**src/rtl/clk_rate_gen.sv**
```systemverilog
// clk_rate_gen: free-running fast/medium/slow dividers plus a switch-selected tick whose
// rate changes only on a boundary of the old period. Optional debounce: CLK_RATE_DEBOUNCE_EN.
module clk_rate_gen #(
  parameter int DIV_FAST     = 4,
  parameter int DIV_MEDIUM   = 16,
  parameter int DIV_SLOW     = 64,
  parameter int CNT_W        = 8,
  parameter int DEBOUNCE_CYC = 8
) (
  input  logic       clk,
  input  logic       rst_n,
  input  logic       sw2,
  input  logic       sw1,
  output logic       clkFast,
  output logic       clkMedium,
  output logic       clkSlow,
  output logic       tickFast,
  output logic       tickMedium,
  output logic       tickSlow,
  output logic       tickSel,
  output logic [1:0] rateSel,
  output logic       switching
);

  localparam int NR = 3;  // divider index: 0 slow, 1 medium, 2 fast

  typedef enum logic {RUN, PEND} state_t;

  logic [NR-1:0] tick;
  logic [NR-1:0] half;
  logic [1:0]    sync1_reg;
  logic [1:0]    sync2_reg;
  logic [1:0]    code;
  logic          code_valid;
  logic [1:0]    next_target;
  logic          tick_old;
  logic [1:0]    rate_sel_reg;
  logic [1:0]    target_reg;
  state_t        state_reg;

  if (DEBOUNCE_CYC < 1 || DIV_FAST < 2 || DIV_MEDIUM < 2 || DIV_SLOW < 2 ||
      (DIV_FAST % 2) != 0 || (DIV_MEDIUM % 2) != 0 || (DIV_SLOW % 2) != 0) begin : g_bad_cfg
    $error("clk_rate_gen: illegal divider or debounce parameter");
  end

  generate
    for (genvar gi = 0; gi < NR; gi++) begin : g_div
      localparam int D = (gi == 0) ? DIV_SLOW : (gi == 1) ? DIV_MEDIUM : DIV_FAST;
      localparam logic [CNT_W-1:0] LAST  = CNT_W'(D - 1);
      localparam logic [CNT_W-1:0] HALFV = CNT_W'(D / 2);

      logic [CNT_W-1:0] cnt_reg;

      always_ff @(posedge clk or negedge rst_n) begin
        if (!rst_n) begin
          cnt_reg <= '0;
        end else if (cnt_reg == LAST) begin
          cnt_reg <= '0;
        end else begin
          cnt_reg <= cnt_reg + 1'b1;
        end
      end

      assign tick[gi] = (cnt_reg == LAST);
      assign half[gi] = (cnt_reg < HALFV);
    end
  endgenerate

  assign clkSlow    = half[0];
  assign clkMedium  = half[1];
  assign clkFast    = half[2];
  assign tickSlow   = tick[0];
  assign tickMedium = tick[1];
  assign tickFast   = tick[2];

  always_ff @(posedge clk or negedge rst_n) begin
    if (!rst_n) begin
      sync1_reg <= 2'b00;
      sync2_reg <= 2'b00;
    end else begin
      sync1_reg <= {sw2, sw1};
      sync2_reg <= sync1_reg;
    end
  end

`ifdef CLK_RATE_DEBOUNCE_EN
  localparam int DB_W = $clog2(DEBOUNCE_CYC + 1);

  logic [DB_W-1:0] db_cnt_reg;
  logic [1:0]      cand_reg;
  logic [1:0]      acc_reg;

  // db_cnt_reg counts consecutive cycles the candidate has been seen, saturating at DEBOUNCE_CYC
  always_ff @(posedge clk or negedge rst_n) begin
    if (!rst_n) begin
      db_cnt_reg <= '0;
      cand_reg   <= 2'b00;
      acc_reg    <= 2'b00;
    end else if (sync2_reg != cand_reg) begin
      cand_reg   <= sync2_reg;
      db_cnt_reg <= DB_W'(1);
      if (DEBOUNCE_CYC == 1) acc_reg <= sync2_reg;
    end else if (db_cnt_reg < DB_W'(DEBOUNCE_CYC)) begin
      db_cnt_reg <= db_cnt_reg + 1'b1;
      if (db_cnt_reg == DB_W'(DEBOUNCE_CYC - 1)) acc_reg <= cand_reg;
    end
  end

  assign code = acc_reg;
`else
  assign code = sync2_reg;
`endif

  // code 01 means hold: neither requests a change nor cancels a pending one
  assign code_valid  = (code != 2'b01);
  assign next_target = code_valid ? code : target_reg;

  always_comb begin
    tick_old = tick[0];
    case (rate_sel_reg)
      2'b11:   tick_old = tick[2];
      2'b10:   tick_old = tick[1];
      default: tick_old = tick[0];
    endcase
  end

  always_ff @(posedge clk or negedge rst_n) begin
    if (!rst_n) begin
      state_reg    <= RUN;
      rate_sel_reg <= 2'b00;
      target_reg   <= 2'b00;
    end else begin
      case (state_reg)
        RUN: begin
          if (code_valid && code != rate_sel_reg) begin
            target_reg <= code;
            state_reg  <= PEND;
          end
        end
        PEND: begin
          if (code_valid && code == rate_sel_reg) begin
            state_reg <= RUN;
          end else if (tick_old) begin
            rate_sel_reg <= next_target;
            state_reg    <= RUN;
          end else begin
            target_reg <= next_target;
          end
        end
        default: state_reg <= RUN;
      endcase
    end
  end

  // tickSel follows the old rate until the edge after its boundary tick
  assign tickSel   = tick_old;
  assign rateSel   = rate_sel_reg;
  assign switching = (state_reg == PEND);

endmodule

```
**config.mk**
```make
export PLATFORM = sky130hd
export DESIGN_NAME = clk_rate_gen
export DESIGN_NICKNAME = d
export VERILOG_FILES = /design/src/rtl/clk_rate_gen.sv
export SDC_FILE = /design/constraint.sdc
export NUM_CORES = 1
export LEC_CHECK = 0
export ABC_AREA = 1
export CAP_MARGIN = 20
export CORE_MARGIN = 4
export CORE_UTILIZATION = 30
export CTS_CLUSTER_SIZE = 30
export DETAILED_ROUTE_END_ITERATION = 8
export HOLD_SLACK_MARGIN = 0.05
export PLACE_DENSITY = 0.58
export SLEW_MARGIN = 20
export SYNTH_ARGS = -nofsm -noshare
export SYNTH_HDL_FRONTEND = slang
export SYNTH_SLANG_ARGS = --single-unit
```
**constraint.sdc**
```tcl
create_clock -name clk -period 1.4 [get_ports clk]
set_input_delay 0.42 -clock clk [delete_from_list [all_inputs] [get_ports clk]]
set_output_delay 0.42 -clock clk [all_outputs]
set_load 0.005 [all_outputs]
```
After elaboration in Yosys (flattened, before gate mapping)
Index checks and enable logic that the tools add are counted.
{"block": "totals", "reg_bits": 33, "in_bits": 4, "out_inout_bits": 10}
{"block": "classes", "add_sub_neg": 3, "n_lt_le_gt_ge": 3, "n_eq_ne": 11, "n_mux": 13, "bitwise": 2, "n_reduce_logical": 4}
{"cell": "8-bit by 1-bit adder with 8-bit output, second input constant", "n": 3}
{"cell": "8-bit two-way mux", "n": 3}
{"cell": "8-bit by 2-bit equality test with 1-bit output, second input constant", "n": 1}
{"cell": "8-bit by 4-bit equality test with 1-bit output, second input constant", "n": 1}
{"cell": "8-bit by 6-bit equality test with 1-bit output, second input constant", "n": 1}
{"cell": "8-bit by 2-bit < comparator with 1-bit output, second input constant", "n": 1}
{"cell": "8-bit by 4-bit < comparator with 1-bit output, second input constant", "n": 1}
{"cell": "8-bit by 6-bit < comparator with 1-bit output, second input constant", "n": 1}
{"cell": "2-bit two-way mux", "n": 4}
{"cell": "2-bit != test, second input constant", "n": 3}
{"cell": "3-bit AND reduction", "n": 2}
{"cell": "2-bit equality test, second input constant", "n": 2}
{"cell": "1-bit one-hot mux with 2 select lines", "n": 2}
{"cell": "2-bit one-hot mux with 2 select lines", "n": 1}
{"cell": "1-bit two-way mux", "n": 3}
{"cell": "2-bit equality test", "n": 1}
{"cell": "1-bit logical AND", "n": 2}
{"cell": "2-bit by 1-bit != test with 1-bit output, second input constant", "n": 1}
{"cell": "2-bit != test", "n": 1}
{"cell": "1-bit NOT", "n": 2}

Longest topological paths before layout
{"block": "logic_depth", "depth_word": 5, "mapped_depth": 9, "ltp_nobuf": 9}

Worst setup path before layout
OpenSTA, ideal clock, no wires.
{"block": "synth_path", "kind": "reg-to-output", "from": "reg g_div[1].cnt_reg[0]", "to": "out tickSel", "arrival_ns": 1.023, "required_time_ns": 0.980, "slack_ns": -0.043, "stages_incl_launch_ff": 8, "path_buffers": 0, "path_cell_list": "dfrtp_1 > ha_1 > nand2_2 > nor2_4 > nand4_2 > nand3_2 > nand2_1 > inv_1"}
{"block": "synth_between", "elab_chain_len": 2}
{"element": "from (decl)", "line_no": "52", "source": "logic [CNT_W-1:0] cnt_reg;"}
{"element": "from (signal assigned)", "line_no": "60", "source": "cnt_reg <= cnt_reg + 1'b1;"}
{"element": "8-bit by 4-bit equality test with 1-bit output", "line_no": "64", "source": "assign tick[gi] = (cnt_reg == LAST);"}
{"element": "1-bit one-hot mux with 2 select lines", "line_no": "120", "source": "case (rate_sel_reg)"}
{"element": "to (decl)", "line_no": "20", "source": "output logic tickSel,"}
Every way passes these cells.

Worst setup path after layout
{"block": "layout_path", "from": "reg g_div[1].cnt_reg[1]", "to": "out tickSel"}
The elaborated chain is that of the path after synthesis.

==> metrics.txt <==
VDD IR-drop max=561 uV; num rows=25; Placed Cells incl. Taps=289; Die Wd=80.0 um; port bufs=13; via/cell ratio=4.16; Slew HR=0.780; Synth Cell Area=0.00156 mm2; final setup vio count=12; slowest cell on the critical path=dfrtp_1; cell family contributing the most delay on the critical path=simple AND/OR/NAND/NOR gates; layout cells sized above 1=0.473; crit path max fanout=3; worst skew pair latency=0.28 ns; die area=0.00640 mm2; Ports=14; critical path endpoint category=output port; CP dominant cell by count=nand2_2; Mean Syn Cell Area=9.10 um2; WL met3=138 um; crit-path cells=ha_2 > nand2_2 > nor2_4 > nand4_2 > nand3_2 > nand2_2 > inv_2 > buf_6; vias=1299; pwr dens=753 mW/mm2; initial DRC count=54; CTS buffer count=5; WP data required=0.98 ns; GRT overflow=0; synthesis-stage register bit count=33; CP Buf/Inv Count=2; Post-Route Utilization=0.486; Top Metal Used=met4; CTS tree=built; Worst Max-Slew Pin Slew=0.327 ns; Area Growth Syn to Fin=52.4%; R2R Path Start=g_div[1].cnt_reg[1]; Hold-fix buffers, CTS=0; max-slew violation count=0; CP arrival=1.40 ns; DP HPWL=2.00 mm; synth unique cells=24; Initial Utilization=0.319; CTS root buffer=clkbuf_8; Routed WL=3.17 mm; Fill cells=475; number of global-route vias before repair=1302; GRT Total Usage=0.112; Worst Setup Path Type=reg2out; Avg WL per Cell=10.2 um; final hold viol count=0; Pre-Repair DR Iteration Count=6; Die Height=80.0 um; Setup WS pre-CTS=-0.550 ns; failing checks=negative setup slack; Final ANT Viol Nets=0; Worst setup SP type=register; Largest register FFs=24; status=finished with violations; crit path time final=1.82 ns; fmax=548 MHz; min-delay worst type=reg2reg; fin nets=252; met2 WL post-DR=1.51 mm; Max stage delay on crit path=0.35 ns; largest net degree at the start of global routing=34; WL met1=1.46 mm; DRC=0; RePlAce Congestion=0.752; hold path start=sync1_reg[1]; final setup TNS=-2.44 ns; clock-pin slew on the worst setup and hold paths=0.07 ns; sequential-to-total area share from yosys stat=0.531; max-cap viol count=0; initial antenna violation count=0; setup slack after layout=-0.424 ns; synth warn=0; antenna cells=0; Pleak=1.25 nW; fin crit share=1.30; CTS H-tree lvls=2; first-pass GRT wire length=5.54 mm; RSZ-0062 raised after global routing=yes; Post-Syn Nets=178; cells after synthesis=171; clock sink count=33; origin of the worst setup path=g_div[1].cnt_reg[1]; skew final=0.00623 ns; Post-Layout Cell Count=312; Max Root-Sink Buffers=2; core box area=0.00488 mm2
-- path summary, 6_finish.rpt --
kind                       slack, ns  cells after the start             endpoint
min in group asynchronous       0.50                      2  g_div[0].cnt_reg[5]
min reg2reg                     0.35                      0              code[1]
max                            -0.42                      8              tickSel
max in group asynchronous       0.73                      2  g_div[2].cnt_reg[0]
max reg2reg                    -0.12                     11           rateSel[1]
min                             0.35                      0              code[1]
-- cell type report --
cell class,instances,area (um2),area share
Multi-Input combinational cell,103,712,0.300
Timing Repair Buffer,67,533,0.225
Clock buffer,7,86.3,0.0364
Sequential cell,33,826,0.348
Inverter,35,131,0.0554
Tap cell,67,83.8,0.0353
-- layer usage --
layer | global-route usage | up-vias
li1 | - | 679
met1 | 0.139 | 590
met2 | 0.175 | 23
met3 | 0.0361 | 7
met4 | 0.0557 | 0
met5 | 0 | -
-- cell usage in the layout (no fill, tap or decap), drive strengths merged --
cell type and instances:
xor2 8, nor2 20, inv 35, nand4 5
nor3 5, dlygate4sd2 1, or2 1, o31ai 1
clkdlybuf4s50 3, nand2 31, a31oi 1, a21oi 7
o21ai 5, buf 62, ha 3, dfrtp 33
clkbuf 8, nand3 13, xnor2 3
-- worst register-to-register path, delay by kind of cell, from the launching register on --
family | cells | cell delay [ns]
fa+ha+maj | 1 | 0.19
buf+inv | 2 | 0.20
flops | 1 | 0.35
simple gates | 8 | 0.73
-- what timing repair did --
action / in CTS / in global routing
pin swaps: 14 / 12
endpoints found under the hold margin: 0 / 0
resized for setup: 56 / 24
setup endpoints to repair: 13 / 18
buffers inserted: 15 / 5
-- cell families after synthesis --
logic type	share of synthesized area
DFF	0.531
buffers and inverters	0.0844
adders and majority gates	0.0241
and+or+nand+nor	0.249
xor gates and xnor gates	0.0619
AOI/OAI and AO/OA	0.0498
-- stage by stage --
stage                     total power, mW  hold slack, ns  cell area, um2
after floorplan                      1.03           0.124            1560
after global placement               1.08           0.331            2070
after detailed placement             1.08           0.336            2070
after CTS                            1.81           0.351            2280
after global routing                 1.87           0.359            2370
final                                1.79           0.347            2370
-- cell usage after synthesis --
master / instances / area [um2]
o31ai_1: 1 / 7.51
o21ai_0: 5 / 25.0
nor2_4: 3 / 33.8
nand2_2: 3 / 18.8
or2_2: 1 / 6.26
nand3_1: 10 / 50.1
a21oi_1: 6 / 30.0
nand4_2: 1 / 12.5
nand3_2: 2 / 20.0
a31oi_1: 1 / 6.26
inv_1: 33 / 124
xor2_1: 8 / 70.1
nor3_1: 5 / 25.0
nand2_1: 27 / 101
a21oi_2: 1 / 8.76
dfrtp_1: 33 / 826
nand3_4: 1 / 17.5
nand2_4: 1 / 11.3
nand4_1: 4 / 25.0
nor2_1: 16 / 60.1
nor2_2: 1 / 6.26
inv_2: 2 / 7.51
ha_1: 3 / 37.5
xnor2_1: 3 / 26.3
-- power by group --
group          switching (mW)  internal, mW
clock network           0.332         0.390
registers             0.00844         0.969
logic                  0.0526        0.0347
total                   0.393          1.39
(Power assumes the default switching activity.)
